`src/rtl/pi_leaf_interface_pkg.sv`:
```
// Shared types and helpers for the pi-switch leaf interface.
// Holds the inject-source select and the saturating counter increment.
package pi_leaf_interface_pkg;

  localparam int unsigned CntW = 16;
  localparam logic [CntW-1:0] CntMax = '1;

  typedef enum logic [1:0] {
    InjNone,
    InjBounce,
    InjTx
  } inj_sel_e;

  function automatic logic [CntW-1:0] sat_inc(input logic [CntW-1:0] cnt);
    return (cnt == CntMax) ? cnt : cnt + CntW'(1);
  endfunction

endpackage

```
`src/rtl/pi_leaf_fifo.sv`:
```
// Show-ahead synchronous FIFO with asynchronous active-high reset.
// Pointers carry one extra MSB so full and empty can be told apart.
module pi_leaf_fifo #(
  parameter int unsigned width = 8,
  parameter int unsigned depth = 4
) (
  input  logic             clk,
  input  logic             reset,
  input  logic             push,
  input  logic [width-1:0] wdata,
  input  logic             pop,
  output logic [width-1:0] rdata,
  output logic             empty,
  output logic             full
);

  localparam int unsigned aw = $clog2(depth);

  logic [aw:0]      wptr_q, rptr_q;
  logic [width-1:0] mem_q [depth];
  logic             do_push, do_pop;

  assign empty   = (wptr_q == rptr_q);
  assign full    = (wptr_q[aw] != rptr_q[aw]) && (wptr_q[aw-1:0] == rptr_q[aw-1:0]);
  assign do_pop  = pop && !empty;
  // A pop frees the head slot at the same edge, so a full FIFO can still take a push.
  assign do_push = push && (!full || do_pop);
  assign rdata   = mem_q[rptr_q[aw-1:0]];

  always_ff @(posedge clk or posedge reset) begin
    if (reset) begin
      wptr_q <= '0;
      rptr_q <= '0;
      for (int i = 0; i < int'(depth); i++) mem_q[i] <= '0;
    end else begin
      if (do_push) begin
        mem_q[wptr_q[aw-1:0]] <= wdata;
        wptr_q                <= wptr_q + 1'b1;
      end
      if (do_pop) rptr_q <= rptr_q + 1'b1;
    end
  end

endmodule

```
`src/rtl/pi_leaf_interface.sv`:
```
// Leaf endpoint of the pi-switch BFT: buffers PE packets for injection, bounces
// misrouted arrivals back into the network and buffers payloads addressed here.
module pi_leaf_interface
  import pi_leaf_interface_pkg::*;
#(
  parameter int unsigned num_leaves = 2,
  parameter int unsigned payload_sz = 1,
  parameter int unsigned addr       = 0,
  parameter int unsigned p_sz       = 1 + $clog2(num_leaves) + payload_sz,
  parameter int unsigned tx_depth   = 4,
  parameter int unsigned rx_depth   = 4
) (
  input  logic                          clk,
  input  logic                          reset,
  output logic [p_sz-1:0]               bus_o,
  input  logic [p_sz-1:0]               bus_i,
  input  logic                          tx_valid,
  output logic                          tx_ready,
  input  logic [$clog2(num_leaves)-1:0] tx_dest,
  input  logic [payload_sz-1:0]         tx_payload,
  output logic                          rx_valid,
  input  logic                          rx_ready,
  output logic [payload_sz-1:0]         rx_payload,
  output logic [CntW-1:0]               drop_cnt,
  output logic [CntW-1:0]               bounce_cnt
);

  localparam int unsigned aw = $clog2(num_leaves);
  localparam logic [aw-1:0] my_addr = aw'(addr);

  logic            in_valid, in_match, in_bounce;
  logic [aw-1:0]   in_dest;
  logic            tx_push, tx_pop, tx_empty, tx_full;
  logic [p_sz-1:0] tx_head;
  logic            rx_pop, rx_empty, rx_full, drop;
  logic            ready_q;
  inj_sel_e        inj_sel;
  logic [p_sz-1:0] bus_d, bus_q;
  logic [CntW-1:0] drop_q, bounce_q;

  assign in_valid  = bus_i[p_sz-1];
  assign in_dest   = bus_i[p_sz-2 -: aw];
  assign in_match  = in_valid && (in_dest == my_addr);
  assign in_bounce = in_valid && (in_dest != my_addr);

  // Held low through reset and for the first edge after release.
  assign tx_ready = ready_q && !tx_full;
  assign tx_push  = tx_valid && tx_ready;
  assign tx_pop   = (inj_sel == InjTx);

  pi_leaf_fifo #(
    .width(p_sz),
    .depth(tx_depth)
  ) u_tx_fifo (
    .clk  (clk),
    .reset(reset),
    .push (tx_push),
    .wdata({1'b1, tx_dest, tx_payload}),
    .pop  (tx_pop),
    .rdata(tx_head),
    .empty(tx_empty),
    .full (tx_full)
  );

  assign rx_valid = !rx_empty;
  assign rx_pop   = rx_valid && rx_ready;
  assign drop     = in_match && rx_full && !rx_pop;

  pi_leaf_fifo #(
    .width(payload_sz),
    .depth(rx_depth)
  ) u_rx_fifo (
    .clk  (clk),
    .reset(reset),
    .push (in_match),
    .wdata(bus_i[payload_sz-1:0]),
    .pop  (rx_pop),
    .rdata(rx_payload),
    .empty(rx_empty),
    .full (rx_full)
  );

  // Bounces take priority: the network cannot hold them anywhere else.
  always_comb begin
    inj_sel = InjNone;
    if (in_bounce)     inj_sel = InjBounce;
    else if (!tx_empty) inj_sel = InjTx;
  end

  always_comb begin
    bus_d = '0;
    unique case (inj_sel)
      InjBounce: bus_d = bus_i;
      InjTx:     bus_d = tx_head;
      default:   bus_d = '0;
    endcase
  end

  always_ff @(posedge clk or posedge reset) begin
    if (reset) begin
      bus_q    <= '0;
      ready_q  <= 1'b0;
      drop_q   <= '0;
      bounce_q <= '0;
    end else begin
      bus_q   <= bus_d;
      ready_q <= 1'b1;
      if (drop)      drop_q   <= sat_inc(drop_q);
      if (in_bounce) bounce_q <= sat_inc(bounce_q);
    end
  end

  assign bus_o      = bus_q;
  assign drop_cnt   = drop_q;
  assign bounce_cnt = bounce_q;

endmodule
```
`config.mk`:
```
export PLATFORM = sky130hd
export DESIGN_NAME = pi_leaf_interface
export DESIGN_NICKNAME = d
export VERILOG_FILES = /design/src/rtl/pi_leaf_interface_pkg.sv /design/src/rtl/pi_leaf_fifo.sv /design/src/rtl/pi_leaf_interface.sv
export SDC_FILE = /design/constraint.sdc
export NUM_CORES = 1
export LEC_CHECK = 0
export ABC_AREA = 1
export CAP_MARGIN = 20
export CORE_UTILIZATION = 30
export DETAILED_ROUTE_END_ITERATION = 12
export PLACE_DENSITY = 0.55
export SLEW_MARGIN = 10
export SYNTH_ARGS = -nofsm -noshare
export SYNTH_HDL_FRONTEND = slang
export SYNTH_SLANG_ARGS = --single-unit
```
`constraint.sdc`:
```
create_clock -name clk -period 2 [get_ports clk]
set_clock_uncertainty 0.15 [all_clocks]
set_input_delay 0.4 -clock clk [delete_from_list [all_inputs] [get_ports clk]]
set_output_delay 0.4 -clock clk [all_outputs]
set_load 0.005 [all_outputs]
```
-- Word level (Yosys, flattened, before mapping)
Cells that the tools add are included.
- add/subtract/negate cells: 6
- magnitude comparators: 6
- eq/ne operators: 10
- multiplexer cells: 15
- bitwise logic cells: 7
- reductions and logical operators: 24
- operator list (operator ; number):
    16-bit by 1-bit adder with 16-bit output (second input constant) ; 2
    16-bit equality test (second input constant) ; 2
    1-bit logical AND ; 15
    3-bit by 1-bit adder with 3-bit output (second input constant) ; 4
    12-bit bitwise mux ; 1
    3-bit >= comparator (second input constant) ; 4
    2-bit inverter with 3-bit output ; 4
    3-bit two-way mux ; 3
    3-bit binary-select mux with 2-bit select ; 1
    3-bit demux with 2-bit select ; 1
    3-bit equality test ; 2
    3-bit by 1-bit less-than comparator with 1-bit output (second input constant) ; 2
    3-bit case mux with 2 select lines ; 1
    1-bit zero test ; 5
    4-bit bitwise mux ; 1
    2-bit equality test ; 2
    2-bit two-way mux ; 2
    2-bit AND reduction ; 2
    1-bit two-way mux ; 3
    1-bit inverter ; 3
    1-bit binary-select mux with 2-bit select ; 1
    1-bit demux with 2-bit select ; 1
    2-bit by 1-bit equality test with 1-bit output (second input constant) ; 1
    2-bit equality test (second input constant) ; 1
    other kinds (2) ; 4
- register bits: 64
- input port bits: 9
- output and inout port bits: 38
- word-level logic and storage cells: 84

-- Logic depth before layout (Yosys ltp)
Gate-level depths: netlist of the first run.
- word-level depth: 7
- mapped depth: 10
- gate-level depth less buffers: 9

-- Modules after synthesis
Synthesis of the first run repeated with hierarchy kept, for this count alone.
- cells, all modules: 501
- area total of the unflattened synthesis: 3833.7 µm²
- modules (own cells, without submodules) (module ; instances ; cells each ; area an instance (µm²) ; seq. area each (µm²)):
    pi_leaf_interface ; 1 ; 302 ; 2205.9 ; 900.9
    pi_leaf_fifo at u_tx_fifo ; 1 ; 122 ; 1011.0 ; 450.4
    pi_leaf_fifo at u_rx_fifo ; 1 ; 77 ; 616.8 ; 250.2

-- Least setup slack after synthesis of the first run
Ideal clock, no wire load.
- path type: register to register
- start point: register bounce_q[0] (netlist: bounce_cnt[0])
- end point: register bounce_q[2] (netlist: bounce_cnt[2])
- library setup time: 0.127 ns
- arrival time: 1.328 ns
- required time: 1.723 ns
- slack: 0.395 ns
- stages on the path, launching flop included: 8
- path buffers: 1
- clock period less this slack: 1.605 ns
- path through: dfrtp_1 -> ha_1 -> nand3_1 -> nor2_2 -> nand2_2 -> nand2_2 -> buf_6 -> o21ai_0
- longest elaborated chain between the ends: 3
- elaborated cells on any way between the ends: 4
- classes of those cells: add/sub (1); eq/ne (1); bitwise (1); reduce/logical (1)
- ends and longest elaborated chain (item ; line ; RTL):
    from (decl) ; pi_leaf_interface.sv:39 ; logic [CntW-1:0] drop_q, bounce_q;
    from (signal assigned) ; pi_leaf_interface.sv:109 ; if (in_bounce) bounce_q <= sat_inc(bounce_q);
    parallel branches: the longest is 3 deep, another holds 16-bit by 1-bit adder with 16-bit output ; n/a ;
Parallel ways; which one is timed is not known.
A chain may end at the register's enable or synchronous reset.

-- Worst setup path after layout of the first run
- start point: register drop_q[2] (netlist: drop_cnt[2])
- end point: output drop_cnt[2]
- RTL lines (item ; line ; RTL):
    from (decl) ; pi_leaf_interface.sv:39 ;
    from (signal assigned) ; pi_leaf_interface.sv:108 ; if (drop) drop_q <= sat_inc(drop_q);
    to (decl) ; pi_leaf_interface.sv:24 ; output logic [CntW-1:0] drop_cnt,
No word-level cell between the ends.

==> results of run 1 <==
cells in the final DEF, fill, tap and decap left out, types with 4 or more instances in the layout:
cell             netlist  layout
xnor2_1               18      18
clkbuf_16              0       9
a21oi_1                4       4
nand3_1               21      20
clkdlybuf4s50_1        0      43
nand2_2               12      18
nor2_1                40      40
nand2_1              191     185
inv_2                  5       9
xor2_1                 7       7
inv_1                 42      37
o21ai_0               29      29
nor2_2                 5       5
dfrtp_1               64      63
ha_1                  12      12
nor2_4                 5       5
buf_4                  1      24
nand4_1                9       9
where the power goes:
group | internal (uW) | switching (uW) | total [uW]
sequential | 1650 | 323 | 1970
clock | 894 | 554 | 1450
combinational | 1030 | 1050 | 2080
repair_timing:
action,CTS,global route
buffers inserted,10,4
setup endpoints to repair,3,3
gates resized for setup,11,9
pin swaps,2,3
hold endpoints to repair,0,0
sequential cells by signal, summed over array words and instances (netlist names):
register          cells
bounce_cnt           16
bus_o                 3
drop_cnt             16
ready_q               1
u_rx_fifo.mem_q       4
u_rx_fifo.rptr_q      3
u_rx_fifo.wptr_q      3
u_tx_fifo.mem_q      12
u_tx_fifo.rptr_q      3
u_tx_fifo.wptr_q      3
layout make-up:
type                            count  area [um2]
Clock buffer                       12       256.5
Tap cell                          147       183.9
Timing Repair Buffer               72       674.4
Clock inverter                      3       17.52
Multi-Input combinational cell    364        1854
Sequential cell                    64        1603
Inverter                           47       180.2
Fill cell                        1218        7192
per-layer routing:
layer	routed length, um	up-vias
li1	-	1649
met1	3881	1442
met2	3931	46
met3	302	8
met4	92	0
met5	0	-
final timing paths:
path	from	slack (ps)	endpoint
min in group asynchronous	reset	350	drop_cnt[15]
hold reg to reg	u_tx_fifo.mem_q[5]	300	u_tx_fifo.mem_q[5]
setup reg to reg	bounce_cnt[0]	200	bounce_cnt[6]
setup / recovery	drop_cnt[2]	60	drop_cnt[2]
max in group asynchronous	reset	1050	u_rx_fifo.rptr_q[0]
hold / removal	u_tx_fifo.mem_q[5]	300	u_tx_fifo.mem_q[5]
cell usage after synthesis, types with 2 or more instances:
master and count:
nand3_2 3, nand2_2 12, o22ai_1 3, nor2_2 5
xor2_1 7, buf_6 2, xnor2_1 18, a21oi_1 4
dfrtp_1 64, inv_2 5, nand3_1 21, nand2_1 191
nand2_4 2, nand4_1 9, nor2_1 40, ha_1 12
inv_1 42, nor2_4 5, o21ai_0 29
through the flow:
step / instance area, um2 / instances
after detailed placement: 4368 / 680
after global placement: 4368 / 680
after floorplan: 3672 / 480
final: 4770 / 709
after global routing: 4770 / 709
after CTS: 4733 / 705
logic make-up after synthesis:
kind of cell	Yosys count	synth area share
AND/OR/NAND/NOR	289	0.3417
flip-flops	64	0.4366
buffers and inverters	52	0.06548
AO/OA/AOI/OAI	37	0.05457
XOR/XNOR	25	0.05969
adder cells (fa/ha/maj)	12	0.04093
other	1	0.001022
==> summary.md, run 1 <==
| Metric | Value |
|---|---|
| Outcome | `finished, final reports clean` |
| CTS tree | `built` |
| Element type at the critical path end | `primary output` |
| WL final | `8.208 mm` |
| Syn avg cell area | `7.643 um2` |
| Gr ovfl total | `0` |
| Crit path launch type | `flip-flop` |
| Layout-stage area growth over the synthesis result | `30.01%` |
| Largest net degree at the start of global routing | `65` |
| Initial DRC count | `117` |
| Synthesis-stage register bit count | `64` |
| Final Hold Viols | `0` |
| Synthesized Nets | `501` |
| Remaining DRCs | `0` |
| Global route hottest layer | `met2` |
| Worst min path class | `reg -> reg` |
| Final setup viols | `0` |
| Fmax achieved | `514.8 MHz` |
| Pre-antenna DRT Iters | `4` |
| Tcrit/Tclk final | `0.9713` |
| Die Area | `12670 um2` |
| Mapped Area | `3669 um2` |
| CTS root buf | `clkbuf_16` |
| Port Buffers | `46` |
| Top cell type's share of synthesized area | `0.4366` |
| CP max stage cell | `clkdlybuf4s50_1` |
| RSZ-0062 raised after global routing | `no` |
| Grt met3 use | `0.04482` |
| Die Ht | `112.6 um` |
| VDD IR max | `0.0006493 V` |
| Layout cells sized above 1 | `0.1566` |
| Total of max-cap violations | `0` |
| YS warnings | `0` |
| Leading area contributor after synthesis | `dfrtp_1` |
| Slowest cell delay on critical path | `570 ps` |
| Setup ws final | `57.36 ps` |
| Crit path max fanout | `7` |
| Final Net Count | `579` |
| Total number of vias | `3145` |
| Worst EP required | `1450 ps` |
| Minimum clock period | `1943 ps` |
| Vias in the first global route | `3041` |
| Cts bufs inserted | `9` |
| Met2 Resource Use GR | `0.2337` |
| Clk slew on worst S/H paths | `50 ps` |
| Std-Cell Rows | `40` |
| Die Wd | `112.6 um` |
| Final GP Congestion | `0.8218` |
| Core area | `11960 um2` |
| Global-route wire length before repair | `14.09 mm` |
| Synth area leaders | `dfrtp_1, nand2_1, inv_1` |
| Utilization after layout | `0.3987` |
| GR Util met1 | `0.1735` |
| Number of enable flip-flop cells after synthesis | `0` |
| Hpwl dp | `5.829 mm` |
| Hold depth | `2` |
| DRT antenna net count | `0` |
| Crit path depth | `1` |
| Power per cell area | `1152 nW/um2` |
| Leak Pwr | `0.002243 uW` |
| Initial antenna violation count | `0` |
| Buffer and inverter count on the worst path | `1` |
| GRT Total Usage | `0.1413` |
| Total power | `5494 uW` |
| Clock Latency Late Sink | `330 ps` |
| Worst EP arrival | `1390 ps` |
| Starting density of the core | `0.3067` |
| Classification of the worst setup path | `reg -> out` |
| Post-CTS Hold Buffers | `0` |
| Async SR Flop Fraction | `1.000` |
| Ports | `47` |
| Worst hold slack | `298.3 ps` |
| Pre-CTS WS | `30.77 ps` |
| Mapped Cells | `480` |
| Setup TNS Final | `0 ps` |
| R2R depth | `6` |
| Vias per inst | `4.436` |
| Routed len/inst | `11.58 um` |
| Max Root-Sink Buffers | `2` |
| Seq/Total Area, Yosys | `0.4366` |
| Cell family with most CP delay | `buffers and inverters` |
| H-tree depth | `3` |
| Slew Limit Fails | `0` |
| Worst-path cell chain | `clkdlybuf4s50_1` |
| Post-synth cell types | `25` |
| Clock sinks | `64` |
| Diodes inserted | `0` |
| Main synth FF type | `dfrtp_1` |
(Power assumes the default switching activity.)
==> run 2: changes to the inputs <==
--- a/config.mk
+++ b/config.mk
@@ -9,6 +9,7 @@
 export CAP_MARGIN = 20
 export CORE_UTILIZATION = 30
 export DETAILED_ROUTE_END_ITERATION = 12
+export HOLD_SLACK_MARGIN = 0.06
 export PLACE_DENSITY = 0.55
 export SLEW_MARGIN = 10
 export SYNTH_ARGS = -nofsm -noshare
==> results of run 2 <==
Final layout, timing and power as in run 1 (identical DEF).
==> run 3: changes to the inputs <==
--- a/config.mk
+++ b/config.mk
@@ -5,12 +5,11 @@
 export SDC_FILE = /design/constraint.sdc
 export NUM_CORES = 1
 export LEC_CHECK = 0
-export ABC_AREA = 1
 export CAP_MARGIN = 20
 export CORE_UTILIZATION = 30
 export DETAILED_ROUTE_END_ITERATION = 12
 export HOLD_SLACK_MARGIN = 0.06
-export PLACE_DENSITY = 0.55
+export PLACE_DENSITY = 0.56
 export SLEW_MARGIN = 10
 export SYNTH_ARGS = -nofsm -noshare
 export SYNTH_HDL_FRONTEND = slang
==> summary.md, run 3 <==
| Metric | Value |
|---|---|
| Outcome | `finished with violations` |
| Synthesized Nets | `288 (-43%)` |
| Met2 Resource Use GR | `0.2081 (-0.02561)` |
| Setup ws final | `-31.02 ps (-88.38 ps)` |
| Global route hottest layer | `met2` |
| Tcrit/Tclk final | `1.016 (+0.04419)` |
| Worst-path cell chain | `buf_6 > mux4_2 > buf_2` |
| Crit path launch type | `flip-flop` |
| Mapped Area | `3138 um2 (-14%)` |
| Initial DRC count | `54 (-54%)` |
| Layout cells sized above 1 | `0.3211 (+0.1645)` |
| Most common cell in the netlist | `dfrtp_1` |
| Slew Limit Fails | `0 (unchanged)` |
| Fmax achieved | `492.4 MHz (-4.4%)` |
| Crit path depth | `3 (+2)` |
| Worst Tran Pin Value | `512.8 ps` |
| Final Net Count | `397 (-31%)` |
| Buffer and inverter count on the worst path | `2 (+1)` |
| Total number of vias | `2343 (-26%)` |
| Top cells by count, synth | `dfrtp_1, nand2_1, xor2_1` |
| Die Wd | `104.3 um (-7.4%)` |
| Grt met3 use | `0.03070 (-0.01411)` |
| GR Util met1 | `0.1673 (-0.006249)` |
| Element type at the critical path end | `primary output` |
| Total power | `5434 uW (-1.1%)` |
| Worst R2R Setup Slack | `80 ps (-120 ps)` |
| Seq/Total Area, Yosys | `0.5104 (+0.07380)` |
| Final setup viols | `1 (+1)` |
| Top cell type's share of synthesized area | `0.5104 (+0.07380)` |
| Gr ovfl total | `0 (unchanged)` |
| Number of enable flip-flop cells after synthesis | `0 (unchanged)` |
| Violations in the final reports | `setup timing` |
| Final Hold Viols | `0 (unchanged)` |
| Classification of the worst setup path | `reg -> out` |
| Worst EP arrival | `1480 ps (+90 ps)` |
| Largest net degree at the start of global routing | `20 (-69%)` |
| Async SR Flop Fraction | `1.000 (unchanged)` |
| R2R depth | `6 (unchanged)` |
| H-tree depth | `3 (unchanged)` |
| Pre-antenna DRT Iters | `4 (unchanged)` |
| Hpwl dp | `4.874 mm (-16%)` |
| Slew margin rel. | `0.6574` |
| Die Ht | `104.3 um (-7.4%)` |
| Mapped Cells | `267 (-44%)` |
| Clock Latency Late Sink | `340 ps (about the same)` |
| Power per cell area | `1212 nW/um2 (+5.2%)` |
| Clock sinks | `64 (unchanged)` |
| CTS tree | `built` |
| Synthesis-stage register bit count | `64 (unchanged)` |
| Vias per inst | `4.567 (+3.0%)` |
| DRT antenna net count | `0 (unchanged)` |
| Utilization after layout | `0.4506 (+0.05186)` |
| Worst EP required | `1450 ps (about the same)` |
| Vias in the first global route | `2380 (-22%)` |
| Routed len/inst | `12.75 um (+10%)` |
| VDD IR max | `0.0004428 V (-32%)` |
| Final GP Congestion | `0.7669 (-6.7%)` |
| Die Area | `10870 um2 (-14%)` |
| Global-route wire length before repair | `11.21 mm (-20%)` |
| Post-CTS Hold Buffers | `0 (unchanged)` |
| Leak Pwr | `0.001984 uW (-12%)` |
| Initial antenna violation count | `0 (unchanged)` |
| Synth area leaders | `dfrtp_1, xor2_1, mux2_2` |
| Commonest cells after routing, fill and taps aside | `dfrtp_1, buf_4, clkdlybuf4s50_1, nand2_1, xor2_1` |
| Cell family with most CP delay | `multiplexers` |
| Total of max-cap violations | `0 (unchanged)` |
| Starting density of the core | `0.3152 (+0.008539)` |
| Layout-stage area growth over the synthesis result | `42.94%` |
| Max Root-Sink Buffers | `2 (unchanged)` |
| Leading area contributor after synthesis | `dfrtp_1` |
| Worst min path class | `in -> async` |
| Most common cell after layout, fill and taps aside | `dfrtp_1` |
| Std-Cell Rows | `36 (-10%)` |
| Crit path max fanout | `3 (-4)` |
| WL final | `6.542 mm (-20%)` |
| YS warnings | `0 (unchanged)` |
| Slowest cell delay on critical path | `480 ps (-90 ps)` |
| Main synth FF type | `dfrtp_1` |
| RSZ-0062 raised after global routing | `yes` |
| Port Buffers | `46 (unchanged)` |
| Diodes inserted | `0 (unchanged)` |
| Cts bufs inserted | `9 (unchanged)` |
| Post-synth cell types | `38 (+52%)` |
| CP max stage cell | `mux4_2` |
| Reg-to-reg endpoint | `drop_cnt[12]` |
| Minimum clock period | `2031 ps (+88.38 ps)` |
| Ports | `47 (unchanged)` |
| CTS root buf | `clkbuf_8` |
| Remaining DRCs | `0 (unchanged)` |
| GRT Total Usage | `0.1295 (-0.01177)` |
| Core area | `9955 um2 (-17%)` |
| FILL cells | `936 (-23%)` |
| Clk slew on worst S/H paths | `70 ps (+20 ps)` |
| Syn avg cell area | `11.75 um2 (+54%)` |
| Critical R2R Launch | `u_rx_fifo.rptr_q[0]` |
## run 3: cell types whose count changed after synthesis, moves of 5 or more
cell,before,now
o21ai_0,29,6
nand2_1,191,27
inv_1,42,12
nand3_1,21,10
inv_2,5,0
nor2_2,5,0
mux2_2,0,18
nand2_2,12,0
nor2_1,40,6
nand2b_1,0,5
nor3_1,0,11
nor2_4,5,0
nor4_1,0,8
xor2_1,7,24
## run 3: layer usage
metal,vias to the layer above,routed length [um]
met2,35,3085
met5,-,0
met3,9,182
met4,0,104
met1,1140,3170
li1,1159,-
## run 3: cell families (layout without fill, tap and decap cells)
| logic type | count (synthesis) | after routing | share of synthesized area |
|---|---|---|---|
| and+or+nand+nor | 96 | 96 | 0.1703 |
| DFF | 64 | 64 | 0.5104 |
| xor gates and xnor gates | 42 | 42 | 0.1196 |
| muxes | 22 | 22 | 0.09330 |
| AOI/OAI and AO/OA | 15 | 15 | 0.03589 |
| buffers and inverters | 15 | 128 | 0.02153 |
| adders and majority gates | 12 | 12 | 0.04785 |
| other | 1 | 1 | 0.001195 |
## run 3: timing repair
item / in CTS / in global routing
gates resized for setup: 17 / 19
hold endpoints to repair: 0 / 0
setup endpoints to repair: 5 / 26
pin swaps: 4 / 8
buffers inserted: 5 / 2
## run 3: worst max-delay path by stage
| stage | slack (ps) | to | from |
|---|---|---|---|
| floorplan | 130 | bounce_cnt[1] | bounce_cnt[0] |
| global placement | -340 | drop_cnt[12] | bus_i[2] |
| detailed placement | -340 | drop_cnt[12] | bus_i[2] |
| CTS | -70 | rx_payload | u_rx_fifo.rptr_q[0] |
| global route | -90 | rx_payload | u_rx_fifo.rptr_q[0] |
| finish | -30 | rx_payload | u_rx_fifo.rptr_q[0] |
## run 3: worst register-to-register path: cells and delay by family, from the launching register on
kind,cells,cell delay (ps)
AND/OR/NAND/NOR,2,340
flip-flops,1,440
XOR/XNOR,1,150
multiplexers,1,350
buffers and inverters,2,370
## run 3: final cells by class
class                      count  area, um2  share of cell area
clock buffer                  11      141.4             0.03152
clock inverter                 4      45.04             0.01004
sequential                    64       1603              0.3573
inverter                      12      48.80             0.01088
tap                          133      166.4             0.03710
multi-input combinational    188       1575              0.3512
timing repair buffer         101      905.9              0.2020
## run 3: where the power goes
group	switching (uW)	total (uW)	internal, uW
Sequential	317	2020	1700
Combinational	928	2340	1410
Clock	479	1080	597
Total	1720	5430	3710
## run 3: metrics by stage
step	setup TNS [ps]	instance area (um2)	hold slack (ps)	worst slack [ps]	instances
after floorplan	0	3142	277.0	128.0	267
after global placement	-7934	4144	300.6	-342.3	491
after detailed placement	-8484	4144	300.1	-344.9	491
after CTS	-71.21	4389	309.1	-71.21	511
after global routing	-179.8	4486	329.1	-94.12	513
final	-31.02	4486	304.0	-31.02	513
